<file path="src/rtl/i2s_ser.sv">
// I2S master transmitter: one 64-bit frame buffer feeding bck/lrck/sdata in Philips format.
// Outputs are registered and change on the clk where bck falls; ready = buffer empty, no other backpressure.
module i2s_ser #(
    parameter int BCK_HALF = 2
) (
    input  logic        clk,
    input  logic        resetn,
    input  logic        en,
    input  logic [63:0] data,
    input  logic        valid,
    output logic        ready,
    input  logic [1:0]  bitnum,
    output logic        bck,
    output logic        lrck,
    output logic        sdata,
    output logic        underrun
);

    localparam logic [1:0] BITNUM_B16 = 2'd0;
    localparam logic [1:0] BITNUM_B24 = 2'd1;
    localparam logic [1:0] BITNUM_B32 = 2'd2;

    localparam int             CW       = (BCK_HALF > 1) ? $clog2(BCK_HALF) : 1;
    localparam logic [CW-1:0]  DIV_LAST = CW'(BCK_HALF - 1);

    logic [CW-1:0] div_q, div_d;
    logic          bck_q, bck_d;
    logic [5:0]    k_q, k_d;
    logic          lrck_q, lrck_d;
    logic          sdata_q, sdata_d;
    logic          under_q, under_d;
    logic [63:0]   frm_q, frm_d;
    logic [63:0]   buf_q, buf_d;
    logic          full_q, full_d;

    logic          div_wrap;
    logic          fall;
    logic          accept;
    logic [5:0]    k_next;

    function automatic logic [31:0] mask_word(input logic [31:0] w, input logic [1:0] bn);
        case (bn)
            BITNUM_B16: return w & 32'hFFFF_0000;
            BITNUM_B24: return w & 32'hFFFF_FF00;
            BITNUM_B32: return w;
            default:    return w;
        endcase
    endfunction

    always_comb begin
        div_d    = div_q;
        bck_d    = bck_q;
        k_d      = k_q;
        lrck_d   = lrck_q;
        sdata_d  = sdata_q;
        under_d  = 1'b0;
        frm_d    = frm_q;
        buf_d    = buf_q;
        full_d   = full_q;

        div_wrap = (div_q == DIV_LAST);
        fall     = en && div_wrap && bck_q;
        accept   = valid && !full_q;
        k_next   = k_q + 6'd1;

        if (!en) begin
            div_d   = '0;
            bck_d   = 1'b0;
            k_d     = 6'd63;
            lrck_d  = 1'b1;
            sdata_d = 1'b0;
            frm_d   = '0;
        end else begin
            div_d = div_wrap ? '0 : div_q + CW'(1);
            if (div_wrap) begin
                bck_d = ~bck_q;
            end
            if (fall) begin
                k_d    = k_next;
                lrck_d = k_next[5];
                if (k_next == 6'd0) begin
                    // Slot 0 still carries the previous frame's right-channel LSB.
                    sdata_d = frm_q[0];
                    if (full_q) begin
                        frm_d  = {mask_word(buf_q[63:32], bitnum), mask_word(buf_q[31:0], bitnum)};
                        full_d = 1'b0;
                    end else begin
                        frm_d   = '0;
                        under_d = 1'b1;
                    end
                end else begin
                    // Slots 1..63 map to frame bit 64-k for both channels.
                    sdata_d = frm_q[6'd0 - k_next];
                end
            end
        end

        if (accept) begin
            full_d = 1'b1;
            buf_d  = data;
        end
    end

    always_ff @(posedge clk or negedge resetn) begin
        if (!resetn) begin
            div_q   <= '0;
            bck_q   <= 1'b0;
            k_q     <= 6'd63;
            lrck_q  <= 1'b1;
            sdata_q <= 1'b0;
            under_q <= 1'b0;
            frm_q   <= '0;
            buf_q   <= '0;
            full_q  <= 1'b0;
        end else begin
            div_q   <= div_d;
            bck_q   <= bck_d;
            k_q     <= k_d;
            lrck_q  <= lrck_d;
            sdata_q <= sdata_d;
            under_q <= under_d;
            frm_q   <= frm_d;
            buf_q   <= buf_d;
            full_q  <= full_d;
        end
    end

    assign ready    = !full_q;
    assign bck      = bck_q;
    assign lrck     = lrck_q;
    assign sdata    = sdata_q;
    assign underrun = under_q;

endmodule

</file>
<file path="config.mk">
export PLATFORM = sky130hd
export DESIGN_NAME = i2s_ser
export DESIGN_NICKNAME = d
export VERILOG_FILES = /design/src/rtl/i2s_ser.sv
export SDC_FILE = /design/constraint.sdc
export NUM_CORES = 1
export LEC_CHECK = 0
export BUFFER_PORTS_ARGS = -buffer_cell sky130_fd_sc_hd__clkbuf_2
export CORE_MARGIN = 2
export CORE_UTILIZATION = 55
export CTS_CLUSTER_SIZE = 16
export DETAILED_ROUTE_END_ITERATION = 10
export PLACE_DENSITY = 0.76
export SYNTH_ARGS = -nofsm -noshare
export SYNTH_HDL_FRONTEND = slang
export SYNTH_SLANG_ARGS = --single-unit
</file>
<file path="constraint.sdc">
create_clock -name clk -period 6.7 [get_ports clk]
set_input_delay 0.335 -clock clk [delete_from_list [all_inputs] [get_ports clk]]
set_output_delay 0.335 -clock clk [all_outputs]
set_load 0.02 [all_outputs]
</file>
# After elaboration in Yosys (flattened, before gate mapping)

Cells that the tools add are included.

Equality and inequality tests: 4
$add $sub $neg: 3
Muxes and demuxes: 27
$lt $le $gt $ge: 1
Reductions and logical operators: 11
Bitwise gates (word level): 1

Operator list:

| cell                                                                    | count |
|---|---|
| 64-bit 2-to-1 mux                                                       | 4 |
| 16-bit case mux with 2 select lines                                     | 2 |
| 1-bit 2-to-1 mux                                                        | 18 |
| 6-bit 2-to-1 mux                                                        | 2 |
| 6-bit by 7-bit < comparator with 1-bit output, second input constant    | 1 |
| 6-bit by 1-bit adder with 6-bit output, second input constant           | 1 |
| 1-bit binary-select mux with 6-bit select                               | 1 |
| 6-bit zero test                                                         | 1 |
| 2-bit by 1-bit inequality test with 1-bit output, second input constant | 3 |
| 2-bit nonzero test                                                      | 3 |
| 1-bit by 6-bit subtractor with 6-bit output, first input constant       | 1 |
| 1-bit logical AND                                                       | 3 |
| 3-bit AND reduction                                                     | 1 |
| 2-bit by 1-bit == test with 1-bit output, second input constant         | 1 |
| 2-bit zero test                                                         | 1 |
| 2-bit AND reduction                                                     | 1 |
| 1-bit adder, second input constant                                      | 1 |
| 1-bit zero test                                                         | 1 |
| 1-bit NOT                                                               | 1 |

Bits of input ports: 70
Logic and storage cells: 56
Register bits: 140

# Depth between registers and ports, before layout

Gate-level depths: netlist (run 1).

Depth in word-level cells: 7
Depth in mapped cells: 11
Mapped depth without buffers: 8

# Least setup slack after synthesis (run 1)

No wires, ideal clock.

Kind: flip-flop to flip-flop
From: register k_q[0]
To: register sdata_q, in the netlist sdata
Cell stages (with the launch flop): 10
Slack: 4.304 ns
Path buffers: 1
Clock period less this slack: 2.396 ns
Arrival time: 2.319 ns
Required time: 6.623 ns
Setup time: 0.077 ns
Path through: dfstp_2 > ha_1 > buf_2 > nor3_1 > or2_2 > o311ai_2 > a21boi_0 > o211ai_1 > a41o_1 > a21oi_1

Word-level cells in the longest chain between the ends: 7
Elaborated cells between the ends (all ways): 8
Classes of those cells: add/sub: 2; mux: 5; reduce/logical: 1

Ends and longest elaborated chain:

| item                                        | RTL line | text |
|---|---|---|
| from (decl)                                 | 28       | `logic [5:0] k_q, k_d;` |
| from (signal assigned)                      | 118      | `k_q <= k_d;` |
| 6-bit by 1-bit adder with 6-bit output *    | 64       | `k_next = k_q + 6'd1;` |
| 1-bit by 6-bit subtractor with 6-bit output | 93       | `sdata_d = frm_q[6'd0 - k_next];` |
| 1-bit binary-select mux with 6-bit select   | 93       |  |
| 1-bit 2-to-1 mux (implied by the code)      | 93       |  |
| 1-bit 2-to-1 mux *                          | 81       | `if (k_next == 6'd0) begin` |
| 1-bit 2-to-1 mux *                          | 78       | `if (fall) begin` |
| 1-bit 2-to-1 mux *                          | 66       | `if (!en) begin` |
| to (signal assigned)                        | 120      | `sdata_q <= sdata_d;` |
| to (decl)                                   | 30       | `logic sdata_q, sdata_d;` |

Mark *: on every way between the ends. The rest lies on a longest branch, timed or not. The select of a mux whose other input is x is not followed.
A chain may end at the register's enable or synchronous reset.

# Final worst setup path (run 1)

Ends and elaborated chain as after synthesis.

==> flow_metrics.py, run 1 <==
metrics = {
    "worst_hold_path": {
        "min_path_type": "input pin to register",
        "hold_start": "data[10]",
        "hold_end": "buf_q[10]",
        "holdPathStages": 2,
    },
    "clock_tree": {
        "root_buffer": "clkbuf_8",
        "path_clk_slew_ns": 0.06,
        "cts_tree": "built",
        "cts_buffers": 17,
        "h-tree-depth": 4,
        "postCtsSetupBuffers": 0,
        "cts_resized": 0,
        "hold_buffers": 1,
        "cts_buffer_depth": 2,
        "insertion_delay_ns": 0.52,
        "clock-sinks": 139,
    },
    "critical_path": {
        "worstRegToRegCells": 8,
        "start_kind": "register",
        "required_ns": 7.15,
        "rrSetupSlack_ns": 3.03,
        "worstSetupPathType": "register to register",
        "rr_endpoint": "sdata",
        "worstSetupEndpointType": "register",
        "timing.rr.start": "k_q[0]",
        "cp.arrival_ns": 4.12,
        "worstPathMaxFanout": 24,
    },
    "placed_design": {
        "gp_congestion": 0.783,
        "hpwl_um": 7380,
        "pre_cts_ws_ns": 3.01,
        "io_buffer_count": 74,
    },
    "route": {
        "routed-wl-met3_um": 518,
        "wl_met2_um": 5810,
        "viasPerCell": 5.62,
        "wl_per_cell_um": 16.7,
        "drc": 0,
        "first_iter_violations": 181,
        "wirelength_met1_um": 5060,
        "ant_nets": 0,
        "firstDrtPassIters": 4,
        "num_vias": 3889,
        "wl_um": 11600,
        "top_layer_used": "met4",
    },
    "synthesis": {
        "ys_seq_elements": 139,
        "synth_warnings": 0,
        "syn_inst": 476,
        "synth.yosys.seq_area_share_pct": 58.1,
        "synth_area_um2": 6000,
        "syn_area_per_cell_um2": 12.6,
        "syn_nets": 547,
        "yosysUniqueCellTypes": 41,
    },
    "power": {
        "power.total_mw": 2.54,
        "p_leak_nw": 3.19,
        "power.density_nw_per_um2": 362,
        "ir_drop_mv": 0.188,
    },
    "cells_and_area": {
        "finalNetCount": 610,
        "fillers": 819,
        "drive_above_1_share_pct": 36.4,
        "diodes": 0,
        "syn_to_final_growth_pct": 17.0,
    },
    "floorplanning": {
        "die_h_um": 108,
        "dieArea_um2": 11800,
        "core_area_um2": 10700,
        "die_x_um": 108,
        "start_util_pct": 55.9,
        "io_pins": 75,
        "placement_rows": 38,
    },
    "global_route": {
        "grt_remaining_overflow": 0,
        "grt_usage_pct": 21.6,
        "grt_start_max_net_pins": 97,
        "grt_pass1_vias": 4097,
        "antenna_found_initial": 0,
        "grt_pass1_wl_um": 19500,
    },
    "timing": {
        "timing.hold.ws_ns": 0.0416,
        "tns_ns": 0,
        "finalHoldViolCount": 0,
        "setup_ws_ns": 3.03,
        "drv_slew": 0,
        "fin_crit_ns": 3.67,
        "setup_viol": 0,
        "fin_skew_ns": 0.00806,
        "clock.fmax_mhz": 273,
        "relSlewSlack_pct": 11.7,
        "worst_slew_pin_slew_ns": 1.32,
        "rsz0062_at_grt": "no",
        "post-route-period-util_pct": 54.7,
    },
    "run": {
        "maxCapViolCount": 0,
    },
    "outcome": {
        "status": "complete, no violations",
    },
}
cell families after synthesis:
kind of cell	synth area share (%)
and+or+nand+nor	8.80
DFF	58.1
AOI/OAI and AO/OA	10.7
muxes	18.0
adders and majority gates	0.208
xor gates and xnor gates	1.31
buffers and inverters	2.94
state kept, by name, indices dropped and copies added, names as in the netlist:
signal,cells
full_q,1
buf_q,64
k_q,6
frm_q,64
bck,1
sdata,1
div_q,1
underrun,1
routing by layer:
metal,vias to the layer above,GRT usage [%]
met5,-,0
met3,20,5.42
li1,1820,-
met4,0,7.78
met1,1950,28.7
met2,99,34.6
worst max path at each step:
stage,start,endpoint,cells after the start
after detailed placement,k_q[0],sdata,8
final,k_q[0],sdata,8
after global placement,k_q[0],sdata,8
after floorplan,k_q[0],sdata,9
after global routing,k_q[0],sdata,8
after CTS,k_q[0],sdata,8
worst max-delay path, stage by stage (launching register included):
cell and delay (ns):
dfstp_2 0.98, ha_1 0.80, nor4bb_1 0.16, or2_2 0.34, o311ai_2 0.55, a21boi_0 0.27, o211ai_1 0.12, a41o_1 0.25
a21oi_1 0.11
power by group:
part / leakage, nW / total [mW] / internal [mW] / switching [mW]
sequential: 1.77 / 1.23 / 1.08 / 0.149
clock: 0.286 / 0.924 / 0.583 / 0.341
combinational: 1.13 / 0.383 / 0.230 / 0.152
area by class of cell:
type	instances	area, µm²	share of cell area [%]
clock buffers	20	445	6.34
repair buffers	78	409	5.83
well taps	140	175	2.50
clock inverters	12	146	2.09
flip-flops and latches	139	3490	49.7
multi-input cells	301	2350	33.5
inverters	2	7.51	0.107
Yosys cell counts:
| master | count | area [µm²] |
|---|---|---|
| nor2b_1 | 4 | 25.0 |
| o211a_1 | 1 | 10.0 |
| buf_4 | 2 | 15.0 |
| nand2_1 | 83 | 312 |
| buf_1 | 1 | 3.75 |
| or3_1 | 1 | 6.26 |
| a41oi_1 | 2 | 17.5 |
| ha_1 | 1 | 12.5 |
| xor2_1 | 4 | 35.0 |
| and2_0 | 1 | 6.26 |
| a2111oi_2 | 1 | 15.0 |
| clkbuf_1 | 19 | 71.3 |
| o21ai_0 | 36 | 180 |
| nand4_1 | 1 | 6.26 |
| o211ai_1 | 4 | 30.0 |
| dfstp_2 | 6 | 158 |
| xnor2_1 | 5 | 43.8 |
| a211oi_1 | 1 | 7.51 |
| o311ai_2 | 1 | 16.3 |
| and2b_1 | 1 | 7.51 |
| nand3_1 | 4 | 20.0 |
| nor2_1 | 6 | 22.5 |
| mux4_2 | 16 | 360 |
| nand3_2 | 1 | 10.0 |
| a22o_1 | 32 | 280 |
| o21a_1 | 1 | 7.51 |
| nand2b_1 | 9 | 56.3 |
| and2_1 | 2 | 12.5 |
| clkbuf_2 | 1 | 5.00 |
| buf_2 | 8 | 40.0 |
| and3_1 | 2 | 12.5 |
| a41o_1 | 1 | 10.0 |
| nor3_1 | 3 | 15.0 |
| dfrtp_1 | 133 | 3330 |
| inv_1 | 2 | 7.51 |
| a21oi_1 | 7 | 35.0 |
| a21boi_0 | 4 | 30.0 |
| buf_6 | 3 | 33.8 |
| or2_2 | 1 | 6.26 |
| nor4bb_1 | 1 | 10.0 |
| mux2_2 | 64 | 721 |
per-stage QoR:
step,instance area [µm²],instances,util (%)
3_3_place_gp,6420,659,59.7
2_1_floorplan,6000,476,-
6_report,7020,692,65.3
5_1_grt,7020,692,65.3
3_5_place_dp,6420,659,59.7
4_1_cts,7020,692,65.3
layout by cell type (no fill, tap or decap), types with 5 or more instances in the layout:
master,instances
nor2_1,5
clkinv_2,5
dfstp_2,6
nand2b_1,9
clkbuf_16,16
clkbuf_2,73
xnor2_1,5
dfrtp_1,133
a21oi_1,7
mux2_2,64
mux4_2,16
o21ai_0,36
a22o_1,32
nand2_1,83
Note: power is estimated with default switching activity, not from simulation.
==> run 2, diff against run 1 <==
Clock period 6.7 ns to 3.8 ns, I/O delays scaled along.
==> flow_metrics.py, run 2 (same netlist as run 1, synthesis figures left out) <==
metrics = {
    "placed_design": {
        "hpwl_um": 7530,
        "gp_congestion": 0.866,
        "pre_cts_ws_ns": 0.768,
        "io_buffer_count": 74,
        "placed_area_um2": 6440,
        "placed_cells": 662,
    },
    "global_route": {
        "antenna_found_initial": 0,
        "grt_pass1_vias": 4456,
        "grt_usage_pct": 24.2,
        "grt_pass1_wl_um": 21600,
        "grt_remaining_overflow": 0,
        "grt_start_max_net_pins": 110,
    },
    "timing": {
        "setup_ws_ns": 0.714,
        "worst_slew_pin_slew_ns": 0.958,
        "rsz0062_at_grt": "no",
        "relSlewSlack_pct": 36.1,
        "tns_ns": 0,
        "fin_crit_ns": 3.09,
        "finalHoldViolCount": 0,
        "post-route-period-util_pct": 81.2,
        "setup_viol": 0,
        "drv_slew": 0,
        "fin_skew_ns": 0.00707,
        "clock.fmax_mhz": 324,
    },
    "cells_and_area": {
        "final_cell_mix": "dfrtp_1 (133), nand2_1 (83), clkbuf_2 (73)",
        "finalNetCount": 679,
        "drive_above_1_share_pct": 32.7,
        "instances_no_fill": 761,
        "post-route-cell-area_um2": 7720,
        "syn_to_final_growth_pct": 28.6,
        "final_common_cell": "dfrtp_1",
        "top_regs": "buf_q (64), frm_q (64), k_q (6)",
        "diodes": 0,
    },
    "worst_hold_path": {
        "min_path_type": "input pin to async pin",
    },
    "route": {
        "wl_um": 12900,
        "num_vias": 4272,
        "ant_nets": 0,
        "wl_per_cell_um": 17.0,
        "drc": 0,
        "first_iter_violations": 188,
        "firstDrtPassIters": 5,
        "viasPerCell": 5.61,
    },
    "clock_tree": {
        "cts_buffer_depth": 2,
        "path_clk_slew_ns": 0.06,
        "h-tree-depth": 4,
        "cts_buffers": 17,
        "cts_resized": 0,
        "root_buffer": "clkbuf_8",
        "clock-sinks": 139,
        "insertion_delay_ns": 0.52,
        "cts_tree": "built",
    },
    "critical_path": {
        "required_ns": 4.15,
        "rr_endpoint": "frm_q[40]",
        "worstSetupEndpointType": "register",
        "worstRegToRegCells": 8,
        "critPathCapture": "frm_q[40]",
        "rrSetupSlack_ns": 0.71,
        "start_kind": "register",
        "cp-startpoint": "k_q[0]",
        "cp.arrival_ns": 3.44,
        "timing.rr.start": "k_q[0]",
        "worstPathMaxFanout": 95,
        "worstSetupPathType": "register to register",
    },
    "floorplanning": {
        "placement_rows": 38,
        "dieArea_um2": 11800,
        "start_util_pct": 55.9,
        "die_h_um": 108,
        "io_pins": 75,
        "core_area_um2": 10700,
        "die_x_um": 108,
    },
    "power": {
        "p_leak_nw": 3.48,
        "power.total_mw": 4.60,
        "power.density_nw_per_um2": 596,
        "ir_drop_mv": 0.262,
    },
    "outcome": {
        "status": "complete, no violations",
    },
    "run": {
        "maxCapViolCount": 0,
    },
}
run 2: cell count changes in the layout (fill, tap and decap cells not counted):
cell and change:
dlygate4sd3_1 +66, clkbuf_8 -1, clkinv_2 -1, buf_4 +3, bufinv_16 +1, clkbuf_1 +1
run 2: through the flow:
| step | hold WS (ns) | utilization [%] |
|---|---|---|
| final | 0.366 | 71.8 |
| after detailed placement | 0.385 | 59.9 |
| after CTS | 0.360 | 71.8 |
| after global routing | 0.388 | 71.8 |
| after global placement | 0.372 | 59.9 |
| after floorplan | -0.106 | - |
run 2: layout make-up:
class	count	area, µm²
Clock buffer	20	435
Multi-Input combinational cell	301	2350
Timing Repair Buffer	147	1090
Fill cell	731	3030
Tap cell	140	175
Inverter	2	7.51
Sequential cell	139	3490
Clock inverter	12	171
run 2: worst min-delay path by stage:
stage,start,end,slack (ns),cells past startpoint
floorplan,resetn,bck,-0.11,0
global placement,resetn,buf_q[2],0.37,1
detailed placement,resetn,buf_q[3],0.39,1
CTS,bitnum[1],frm_q[4],0.36,4
global route,bitnum[1],frm_q[36],0.39,4
finish,resetn,buf_q[5],0.37,2
run 2: critical path, stage by stage (launching register included):
cell,delay (ns)
dfstp_2,0.79
ha_1,0.36
nand2_1,0.12
a2111oi_2,0.39
nand3_1,0.24
and2_2,0.28
buf_4,0.36
nand2_1,0.18
o21ai_0,0.12
run 2: power by group:
group	switching, mW	internal (mW)	leakage [nW]	total, mW
sequential	0.263	1.91	1.77	2.17
clock	0.601	1.08	0.291	1.68
combinational	0.295	0.453	1.42	0.748
total	1.16	3.44	3.48	4.60
run 2: repair_timing:
item,4_1_cts,5_1_grt
hold buffers,67,0
hold endpoints to repair,175,0
buffers inserted,0,0
run 2: metal layers:
layer	GRT usage, %	part of all wire, %	vias to the layer above
met1	31.3	42	2128
met2	39.2	51	148
met5	0	0	-
li1	-	-	1964
met3	5.85	5.1	32
met4	10.3	2.5	0
==> run 3, diff against run 2 <==
Settings changed: CORE_UTILIZATION 55 to 52.
Clock period 3.8 ns to 2.7 ns, I/O delays scaled along.
==> flow_metrics.py, run 3 (same netlist as run 1, synthesis figures left out) <==
metrics = {
    "global_route": {
        "grt_remaining_overflow": 0,
        "antenna_found_initial": 0,
        "grt_start_max_net_pins": 83,
        "grt_usage_pct": 22.8,
        "grt_pass1_wl_um": 22300,
        "grt_pass1_vias": 4558,
    },
    "timing": {
        "drv_slew": 0,
        "setup_viol": 0,
        "timing.hold.ws_ns": 0.0451,
        "tns_ns": 0,
        "post-route-period-util_pct": 91.6,
        "rsz0062_at_grt": "no",
        "worst_slew_pin_slew_ns": 0.732,
        "relSlewSlack_pct": 51.2,
        "finalHoldViolCount": 0,
        "clock.fmax_mhz": 404,
        "fin_skew_ns": 0.00444,
        "fin_crit_ns": 2.47,
    },
    "route": {
        "wl_per_cell_um": 17.3,
        "viasPerCell": 5.56,
        "wl_um": 13300,
        "drc": 0,
        "num_vias": 4290,
        "ant_nets": 0,
        "firstDrtPassIters": 5,
        "first_iter_violations": 213,
    },
    "placed_design": {
        "gp_congestion": 0.826,
        "hpwl_um": 7810,
        "io_buffer_count": 74,
    },
    "cells_and_area": {
        "diodes": 0,
        "finalNetCount": 687,
        "final_common_cell": "dfrtp_1",
        "top_regs": "buf_q (64), frm_q (64), k_q (6)",
        "drive_above_1_share_pct": 34.3,
        "syn_to_final_growth_pct": 30.2,
        "final_cell_mix": "dfrtp_1 (133), nand2_1 (83), clkbuf_2 (73)",
        "final_core_util_pct": 69.0,
    },
    "power": {
        "ir_drop_mv": 0.435,
        "power.total_mw": 6.48,
        "p_leak_nw": 3.52,
        "power.density_nw_per_um2": 829,
    },
    "clock_tree": {
        "root_buffer": "clkbuf_16",
        "clock-sinks": 139,
        "insertion_delay_ns": 0.42,
        "cts_tree": "built",
        "cts_buffers": 17,
        "h-tree-depth": 4,
        "cts_buffer_depth": 2,
        "path_clk_slew_ns": 0.06,
    },
    "worst_hold_path": {
        "min_path_type": "input pin to register",
    },
    "floorplanning": {
        "dieArea_um2": 12400,
        "core_area_um2": 11300,
        "placement_rows": 39,
        "io_pins": 75,
        "start_util_pct": 53.0,
        "die_h_um": 111,
        "die_x_um": 111,
    },
    "critical_path": {
        "worstSetupPathType": "register to register",
        "start_kind": "register",
        "cp.arrival_ns": 2.74,
        "required_ns": 2.97,
        "worstSetupEndpointType": "register",
        "worstPathMaxFanout": 64,
    },
    "outcome": {
        "status": "complete, no violations",
    },
    "run": {
        "maxCapViolCount": 0,
    },
}
run 3: cell types whose count changed in the layout (fill, tap and decap cells not counted), sizes merged, moves of 2 or more:
cell / previous run / this run
clkbuf: 93 / 95
bufinv: 4 / 2
buf: 7 / 16
clkinv: 5 / 3
run 3: final cells by class:
type                            count  area, µm²
Inverter                            2       7.51
Clock inverter                     10        114
Timing Repair Buffer              155       1180
Sequential cell                   139       3490
Tap cell                          143        179
Clock buffer                       22        484
Multi-Input combinational cell    301       2370
Fill cell                         783       3500
run 3: worst max-delay path, cell delays in order (launching register included):
cell and delay (ns):
dfstp_2 0.54, buf_4 0.20, nand3_2 0.10, o21a_1 0.20, a2111oi_2 0.35, nand3_1 0.20, and2_2 0.25, buf_6 0.22
nand2_1 0.15, o21ai_0 0.12
run 3: stage by stage:
step	cell area, µm²	setup slack [ns]	std cells
6_report	7820	0.226	772
5_1_grt	7820	0.0383	772
4_1_cts	7790	0.146	771
3_5_place_dp	6530	0.217	673
3_3_place_gp	6530	0.287	673
2_1_floorplan	6000	0.304	476
run 3: what timing repair did:
item | 4_1_cts | 5_1_grt
resized for setup | 0 | 4
hold endpoints to repair | 139 | 0
buffers inserted | 0 | 1
hold buffers | 66 | 0
setup endpoints to repair | 0 | 6
run 3: worst paths after layout:
kind                           start        end  slack (ns)  depth (start not counted)
min in group asynchronous     resetn  buf_q[35]        0.34                          2
hold / removal                    en     k_q[5]        0.05                          2
setup reg to reg              k_q[0]  frm_q[35]        0.23                          9
max in group asynchronous     resetn  frm_q[30]        1.49                          3
hold reg to reg            frm_q[39]  frm_q[39]        0.48                          2
setup / recovery              k_q[0]  frm_q[35]        0.23                          9
run 3: routing by layer:
metal / vias up / track usage, % / wire, µm
li1: 1975 / - / -
met2: 117 / 38.4 / 6950
met4: 0 / 7.57 / 242
met5: - / 0 / 0
met1: 2173 / 29.2 / 5600
met3: 25 / 5.82 / 550
run 3: where the power goes:
group / switching (mW) / leakage (nW) / internal (mW) / total [mW]
Clock: 0.856 / 0.285 / 1.45 / 2.31
Combinational: 0.445 / 1.47 / 0.664 / 1.11
Sequential: 0.376 / 1.77 / 2.69 / 3.06
Total: 1.68 / 3.52 / 4.81 / 6.48
